<file path="src/rtl/mul_div_unit_pkg.sv">
// Shared types, constants and result helpers for the RV32M multiply/divide unit.
package mul_div_unit_pkg;

  localparam int unsigned MULDIV_XLEN           = 32;
  localparam int unsigned MULDIV_DIV_ITERATIONS = 32;
  localparam int unsigned MULDIV_CNT_W          = $clog2(MULDIV_DIV_ITERATIONS);

  typedef enum logic [2:0] {
    OP_MUL    = 3'b000,
    OP_MULH   = 3'b001,
    OP_MULHSU = 3'b010,
    OP_MULHU  = 3'b011,
    OP_DIV    = 3'b100,
    OP_DIVU   = 3'b101,
    OP_REM    = 3'b110,
    OP_REMU   = 3'b111
  } MulDivOp;

  typedef enum logic [1:0] {
    ST_IDLE,
    ST_MUL,
    ST_DIV,
    ST_DONE
  } MulDivState;

  function automatic logic is_div_op(input MulDivOp op);
    return op[2];
  endfunction

  function automatic logic is_signed_div(input MulDivOp op);
    return op[2] && !op[0];
  endfunction

  function automatic logic [MULDIV_XLEN-1:0] magnitude(input logic [MULDIV_XLEN-1:0] x,
                                                       input logic neg);
    return neg ? MULDIV_XLEN'(-x) : x;
  endfunction

  // Divide by zero or the single signed overflow case
  function automatic logic div_is_special(input MulDivOp op,
                                          input logic [MULDIV_XLEN-1:0] a,
                                          input logic [MULDIV_XLEN-1:0] b);
    return (b == '0) ||
           (is_signed_div(op) && a == 32'h8000_0000 && b == '1);
  endfunction

  // Re-apply signs to the magnitude quotient/remainder and override the special cases
  function automatic logic [MULDIV_XLEN-1:0] div_fixup(input MulDivOp op,
                                                       input logic [MULDIV_XLEN-1:0] a,
                                                       input logic [MULDIV_XLEN-1:0] b,
                                                       input logic [MULDIV_XLEN-1:0] q_mag,
                                                       input logic [MULDIV_XLEN-1:0] r_mag);
    logic                   sgn;
    logic [MULDIV_XLEN-1:0] q;
    logic [MULDIV_XLEN-1:0] r;
    sgn = is_signed_div(op);
    q   = magnitude(q_mag, sgn && (a[MULDIV_XLEN-1] ^ b[MULDIV_XLEN-1]));
    r   = magnitude(r_mag, sgn && a[MULDIV_XLEN-1]);
    if (b == '0) begin
      q = '1;
      r = a;
    end else if (sgn && a == 32'h8000_0000 && b == '1) begin
      q = 32'h8000_0000;
      r = '0;
    end
    return op[1] ? r : q;
  endfunction

  function automatic logic [MULDIV_XLEN-1:0] mul_result(input MulDivOp op,
                                                        input logic [MULDIV_XLEN-1:0] a,
                                                        input logic [MULDIV_XLEN-1:0] b);
    logic signed [MULDIV_XLEN:0]     ea;
    logic signed [MULDIV_XLEN:0]     eb;
    logic signed [2*MULDIV_XLEN+1:0] p;
    ea = {((op == OP_MULH) || (op == OP_MULHSU)) && a[MULDIV_XLEN-1], a};
    eb = {(op == OP_MULH) && b[MULDIV_XLEN-1], b};
    p  = (2*MULDIV_XLEN+2)'(ea) * (2*MULDIV_XLEN+2)'(eb);
    return (op == OP_MUL) ? p[MULDIV_XLEN-1:0] : p[2*MULDIV_XLEN-1:MULDIV_XLEN];
  endfunction

endpackage

</file>
<file path="src/rtl/mul_div_unit_div_iter_core.sv">
// Restoring radix-2 divider datapath: remainder/quotient shift registers and trial subtract.
module div_iter_core
  import mul_div_unit_pkg::*;
#(
  parameter int unsigned WIDTH = MULDIV_XLEN
) (
  input  logic             clk,
  input  logic             rst,
  input  logic             load,
  input  logic             step,
  input  logic [WIDTH-1:0] dividend,
  input  logic [WIDTH-1:0] divisor,
  output logic [WIDTH-1:0] quotient,
  output logic [WIDTH-1:0] remainder,
  output logic [WIDTH-1:0] quotient_next_c,
  output logic [WIDTH-1:0] remainder_next_c
);

  logic [WIDTH-1:0] divisor_q;
  logic [WIDTH:0]   shifted;
  logic [WIDTH:0]   trial;

  // One quotient bit: shift in the next dividend bit and keep the difference if non-negative
  always_comb begin
    shifted = {remainder, quotient[WIDTH-1]};
    trial   = shifted - {1'b0, divisor_q};
    if (trial[WIDTH]) begin
      remainder_next_c = shifted[WIDTH-1:0];
      quotient_next_c  = {quotient[WIDTH-2:0], 1'b0};
    end else begin
      remainder_next_c = trial[WIDTH-1:0];
      quotient_next_c  = {quotient[WIDTH-2:0], 1'b1};
    end
  end

  always_ff @(posedge clk) begin
    if (rst) begin
      quotient  <= '0;
      remainder <= '0;
      divisor_q <= '0;
    end else if (load) begin
      quotient  <= dividend;
      remainder <= '0;
      divisor_q <= divisor;
    end else if (step) begin
      quotient  <= quotient_next_c;
      remainder <= remainder_next_c;
    end
  end

endmodule

</file>
<file path="src/rtl/mul_div_unit.sv">
// RV32M multiply/divide unit with structure-hazard handshake and flush.
// Optional MULDIV_EARLY_OUT_EN: divide-by-zero and signed overflow complete one cycle after start.
module mul_div_unit
  import mul_div_unit_pkg::*;
#(
  parameter int unsigned DATA_WIDTH = 32
) (
  input  logic                  clk,
  input  logic                  rst,
  input  logic                  start,
  input  logic [2:0]            op,
  input  logic [DATA_WIDTH-1:0] op1,
  input  logic [DATA_WIDTH-1:0] op2,
  input  logic                  clear,
  output logic                  isBusy,
  output logic                  resultValid,
  output logic [DATA_WIDTH-1:0] result
);

  MulDivState              state_q, state_d;
  MulDivOp                 op_q, op_d, in_op;
  logic [DATA_WIDTH-1:0]   a_q, a_d, b_q, b_d;
  logic [MULDIV_CNT_W-1:0] cnt_q, cnt_d;
  logic [DATA_WIDTH-1:0]   result_d;
  logic                    valid_d;
  logic                    core_load, core_step;
  logic [DATA_WIDTH-1:0]   dividend_mag, divisor_mag;
  logic [DATA_WIDTH-1:0]   quo, rem, quo_next, rem_next;

  assign in_op        = MulDivOp'(op);
  assign dividend_mag = magnitude(op1, is_signed_div(in_op) && op1[DATA_WIDTH-1]);
  assign divisor_mag  = magnitude(op2, is_signed_div(in_op) && op2[DATA_WIDTH-1]);

  assign isBusy = (state_q == ST_IDLE && start && !clear) ||
                  (state_q == ST_MUL) || (state_q == ST_DIV);

  div_iter_core #(.WIDTH(DATA_WIDTH)) u_core (
    .clk              (clk),
    .rst              (rst),
    .load             (core_load),
    .step             (core_step),
    .dividend         (dividend_mag),
    .divisor          (divisor_mag),
    .quotient         (quo),
    .remainder        (rem),
    .quotient_next_c  (quo_next),
    .remainder_next_c (rem_next)
  );

  // Next-state and registered-output logic; clear wins over everything but reset
  always_comb begin
    state_d   = state_q;
    op_d      = op_q;
    a_d       = a_q;
    b_d       = b_q;
    cnt_d     = cnt_q;
    result_d  = result;
    valid_d   = 1'b0;
    core_load = 1'b0;
    core_step = 1'b0;
    if (clear) begin
      state_d = ST_IDLE;
    end else begin
      case (state_q)
        ST_IDLE: begin
          if (start) begin
            op_d = in_op;
            a_d  = op1;
            b_d  = op2;
            if (!is_div_op(in_op)) begin
              state_d = ST_MUL;
            end else begin
              cnt_d     = '0;
              core_load = 1'b1;
              state_d   = ST_DIV;
`ifdef MULDIV_EARLY_OUT_EN
              if (div_is_special(in_op, op1, op2)) begin
                core_load = 1'b0;
                state_d   = ST_DONE;
                valid_d   = 1'b1;
                result_d  = div_fixup(in_op, op1, op2, '0, '0);
              end
`endif
            end
          end
        end
        ST_MUL: begin
          result_d = mul_result(op_q, a_q, b_q);
          valid_d  = 1'b1;
          state_d  = ST_DONE;
        end
        ST_DIV: begin
          core_step = 1'b1;
          cnt_d     = MULDIV_CNT_W'(cnt_q + 1'b1);
          if (cnt_q == MULDIV_CNT_W'(MULDIV_DIV_ITERATIONS - 1)) begin
            state_d  = ST_DONE;
            valid_d  = 1'b1;
            result_d = div_fixup(op_q, a_q, b_q, quo_next, rem_next);
          end
        end
        ST_DONE: state_d = ST_IDLE;
        default: state_d = ST_IDLE;
      endcase
    end
  end

  always_ff @(posedge clk) begin
    if (rst) begin
      state_q     <= ST_IDLE;
      op_q        <= OP_MUL;
      a_q         <= '0;
      b_q         <= '0;
      cnt_q       <= '0;
      result      <= '0;
      resultValid <= 1'b0;
    end else begin
      state_q     <= state_d;
      op_q        <= op_d;
      a_q         <= a_d;
      b_q         <= b_d;
      cnt_q       <= cnt_d;
      result      <= result_d;
      resultValid <= valid_d;
    end
  end

endmodule

</file>
<file path="config.mk">
export PLATFORM = sky130hd
export DESIGN_NAME = mul_div_unit
export DESIGN_NICKNAME = d
export VERILOG_FILES = /design/src/rtl/mul_div_unit_pkg.sv /design/src/rtl/mul_div_unit_div_iter_core.sv /design/src/rtl/mul_div_unit.sv
export SDC_FILE = /design/constraint.sdc
export NUM_CORES = 2
export LEC_CHECK = 0
export ABC_AREA = 1
export CAP_MARGIN = 30
export CORE_MARGIN = 10
export CORE_UTILIZATION = 57
export DETAILED_ROUTE_END_ITERATION = 7
export PLACE_DENSITY = 0.77
export SETUP_SLACK_MARGIN = 0.4
export SYNTH_ARGS = -nofsm -noshare
export SYNTH_HDL_FRONTEND = slang
export SYNTH_SLANG_ARGS = --single-unit
export TNS_END_PERCENT = 5
</file>
<file path="constraint.sdc">
create_clock -name clk -period 8.2 [get_ports clk]
set_clock_uncertainty 0.15 [all_clocks]
set_input_delay 2.46 -clock clk [delete_from_list [all_inputs] [get_ports clk]]
set_output_delay 2.46 -clock clk [all_outputs]
set_load 0.005 [all_outputs]
</file>
==> summary.txt <==
Outcome
  • Status: complete, but fails checks
  • Failing checks: design-rule violations

Hold path
  • Hold Path Class: reg2reg

Clock tree
  • CTS tree: built
  • Reg clk slew, reported paths: 0.06 ns
  • Clk root buf: clkbuf_16
  • H-tree depth: 1
  • # clock sinks: 203
  • Hold_buf cts: 0
  • Clk Latency, worst-skew pair: 0.56 ns
  • Total CTS buffers: 26
  • Longest Clk Path Bufs: 3

Synthesis
  • Cell variety after synth: 63
  • Post-synth top flop: dfxtp_1
  • Post-synth EDFFs: 0
  • Most frequent cell after synthesis: inv_1
  • Synth top area share: 0.4119
  • Synth warn: 0
  • Mapped Area: 54,730 um^2
  • Register area share after synthesis: 0.07425
  • Synth area leader: fa_1
  • Mean post-synth cell area: 7.341 um^2
  • Async set-or-reset flop fraction in the synthesized netlist: 0
  • Synth top cells by count: 1,956 x inv_1, 1,807 x nand2_1, 1,126 x fa_1
  • Top cells by area, synth: fa_1 41%, inv_1 13%, nand2_1 12%, dfxtp_1 7.4%, ha_1 5.8%
  • Syn Nets: 8,906
  • Seq cells post-synth: 203
  • Syn Inst Count: 7,455

Timing
  • RSZ-0062 raised after global routing: yes
  • Setup-failing EPs final: 0
  • Setup TNS Final: 0 ns
  • Final Cycle Share: 0.9496
  • Rel. slew slack: 0.2686
  • Hold Violations, Final: 0
  • Slew Limit Fails: 0
  • Min cycle time layout: 7.787 ns
  • Max Clk Rate: 128.4 MHz
  • Worst-Margin Slew: 1.097 ns

Routing
  • Vias per cell: 5.599
  • DR iter-0 viols: 4,769
  • Post-route ant nets: 0
  • DRC viols: 1
  • Pre-Repair DR Iteration Count: 8
  • WL/cell: 21.55 um
  • Vias: 49,800
  • WL final: 191.6 mm

Floorplanning
  • Io pins: 105
  • Die Wd: 329.9 um
  • Chip Height: 329.9 um
  • Die area: 108,800 um^2
  • Starting Density: 0.5752
  • Core area: 95,150 um^2
  • Row count: 113

Place
  • Buffers added on ports: 104
  • DP HPWL: 157.0 mm
  • Routability Congestion: 1.032

Final layout
  • Layout fillers: 8,315
  • Area growth from synthesis to layout: 12.13%
  • Fin nets: 9,064
  • Layout cells sized above 1: 0.09454

Critical path
  • CP startpoint kind: flip-flop
  • Cell mode on critical path: fa_1
  • WS Path Type: reg2reg
  • WP data arrival: 8.07 ns
  • Slowest CP cell: fa_1
  • Crit path max fanout: 27
  • Worst Path Required: 8.48 ns
  • Crit-path max cell delay: 0.56 ns
  • CP Capture Type: flip-flop

Power
  • Max VDD drop: 0.1787 mV
  • Leak pwr: 0.03185 uW
  • Total power: 8236 uW
  • Cell area power density: 134.2 nW/um^2

Global route
  • Vias in the first global route: 51,930
  • First-pass GRT wire length: 294.7 mm
  • Gr ovfl total: 0
  • Largest net degree at the start of global routing: 86
  • Total Routing Usage GR: 0.3510
  • Initial antenna violation count: 5

Job
  • Max Cap Viol: 0
## timing repair
| item | CTS | global route |
|---|---|---|
| gates cloned | 1 | 4 |
| buffers inserted | 5 | 20 |
| setup endpoints to repair | 30 | 32 |
| pin swaps | 11 | 57 |
| gates resized for setup | 62 | 170 |
## cell families after synthesis
| logic type | share of synthesized area |
|---|---|
| and+or+nand+nor | 0.1967 |
| buffers and inverters | 0.1619 |
| adders and majority gates | 0.4699 |
| AOI/OAI and AO/OA | 0.08568 |
| DFF | 0.07425 |
| xor gates and xnor gates | 0.01152 |
## worst max-delay path: cells and delay by family (launching register included)
| kind | cells | cell delay, ns |
|---|---|---|
| DFF | 1 | 0.43 |
| and+or+nand+nor | 8 | 0.79 |
| buffers and inverters | 8 | 0.86 |
| AOI/OAI and AO/OA | 6 | 0.98 |
| adders and majority gates | 9 | 4.40 |
## final timing paths
check | end | depth (start not counted) | slack, ns | start
max reg2reg | result[7]$_SDFFE_PP0P_ | 31 | 0.41 | a_q[9]$_SDFFE_PP0P_
max | result[7]$_SDFFE_PP0P_ | 31 | 0.41 | a_q[9]$_SDFFE_PP0P_
min | u_core.divisor_q[2]$_SDFFE_PP0P_ | 2 | 0.31 | u_core.divisor_q[2]$_SDFFE_PP0P_
min reg2reg | u_core.divisor_q[2]$_SDFFE_PP0P_ | 2 | 0.31 | u_core.divisor_q[2]$_SDFFE_PP0P_
## area by class of cell
cell class	instances	area [um^2]	share of cell area
diodes	3	7.507	0.0001223
clock buffers	30	696.9	0.01136
clock inverters	11	93.84	0.001529
inverters	1971	7408	0.1207
multi-input cells	4912	42600	0.6941
flip-flops and latches	203	4125	0.06722
well taps	1265	1583	0.02579
repair buffers	499	4857	0.07915
## placed cells by master, fill, tap and decap left out, types with 104 or more instances in the layout
cell type        synthesis  final
inv_1                 1956   1940
dfxtp_1                203    176
ha_1                   254    232
nand2_1               1807   1796
a21oi_1                369    342
nand3_1                206    200
fa_1                  1126   1117
clkdlybuf4s50_1          0    104
o21ai_0                298    279
buf_4                    3    322
nor2_1                 343    309
## through the flow
step                cells  instance area [um^2]    util  setup WS, ns  hold WS (ns)
floorplan            7455                 54770       -        0.3944        0.2675
global placement     8818                 59340  0.6236        0.1313        0.2822
detailed placement   8820                 59370  0.6239       0.01337        0.2898
CTS                  8867                 60470  0.6355        0.3649        0.3049
global route         8891                 61360  0.6449        0.1176        0.3208
finish               8894                 61370  0.6450        0.4131        0.3053
## where the power goes
group	internal, uW	leakage (uW)	switching, uW
clock	633	0.000381	491
sequential	1050	0.00167	126
combinational	2130	0.0298	3800
total	3820	0.0318	4420
## routing by layer
metal / share of wire / GRT usage / vias to the layer above
li1: - / - / 22200
met1: 0.38 / 0.4472 / 24300
met2: 0.46 / 0.5709 / 2658
met3: 0.10 / 0.07049 / 633
met4: 0.059 / 0.1669 / 8
met5: 0.00029 / 0 / -
## registers in the layout, indices dropped and copies added, names as in the netlist, 2 cells and up
name,cells
u_core.quotient,32
cnt_q,5
u_core.remainder,32
state_q,2
b_q,32
op_q,3
u_core.divisor_q,32
a_q,32
result,32
Power figures use the tool's default switching activity.
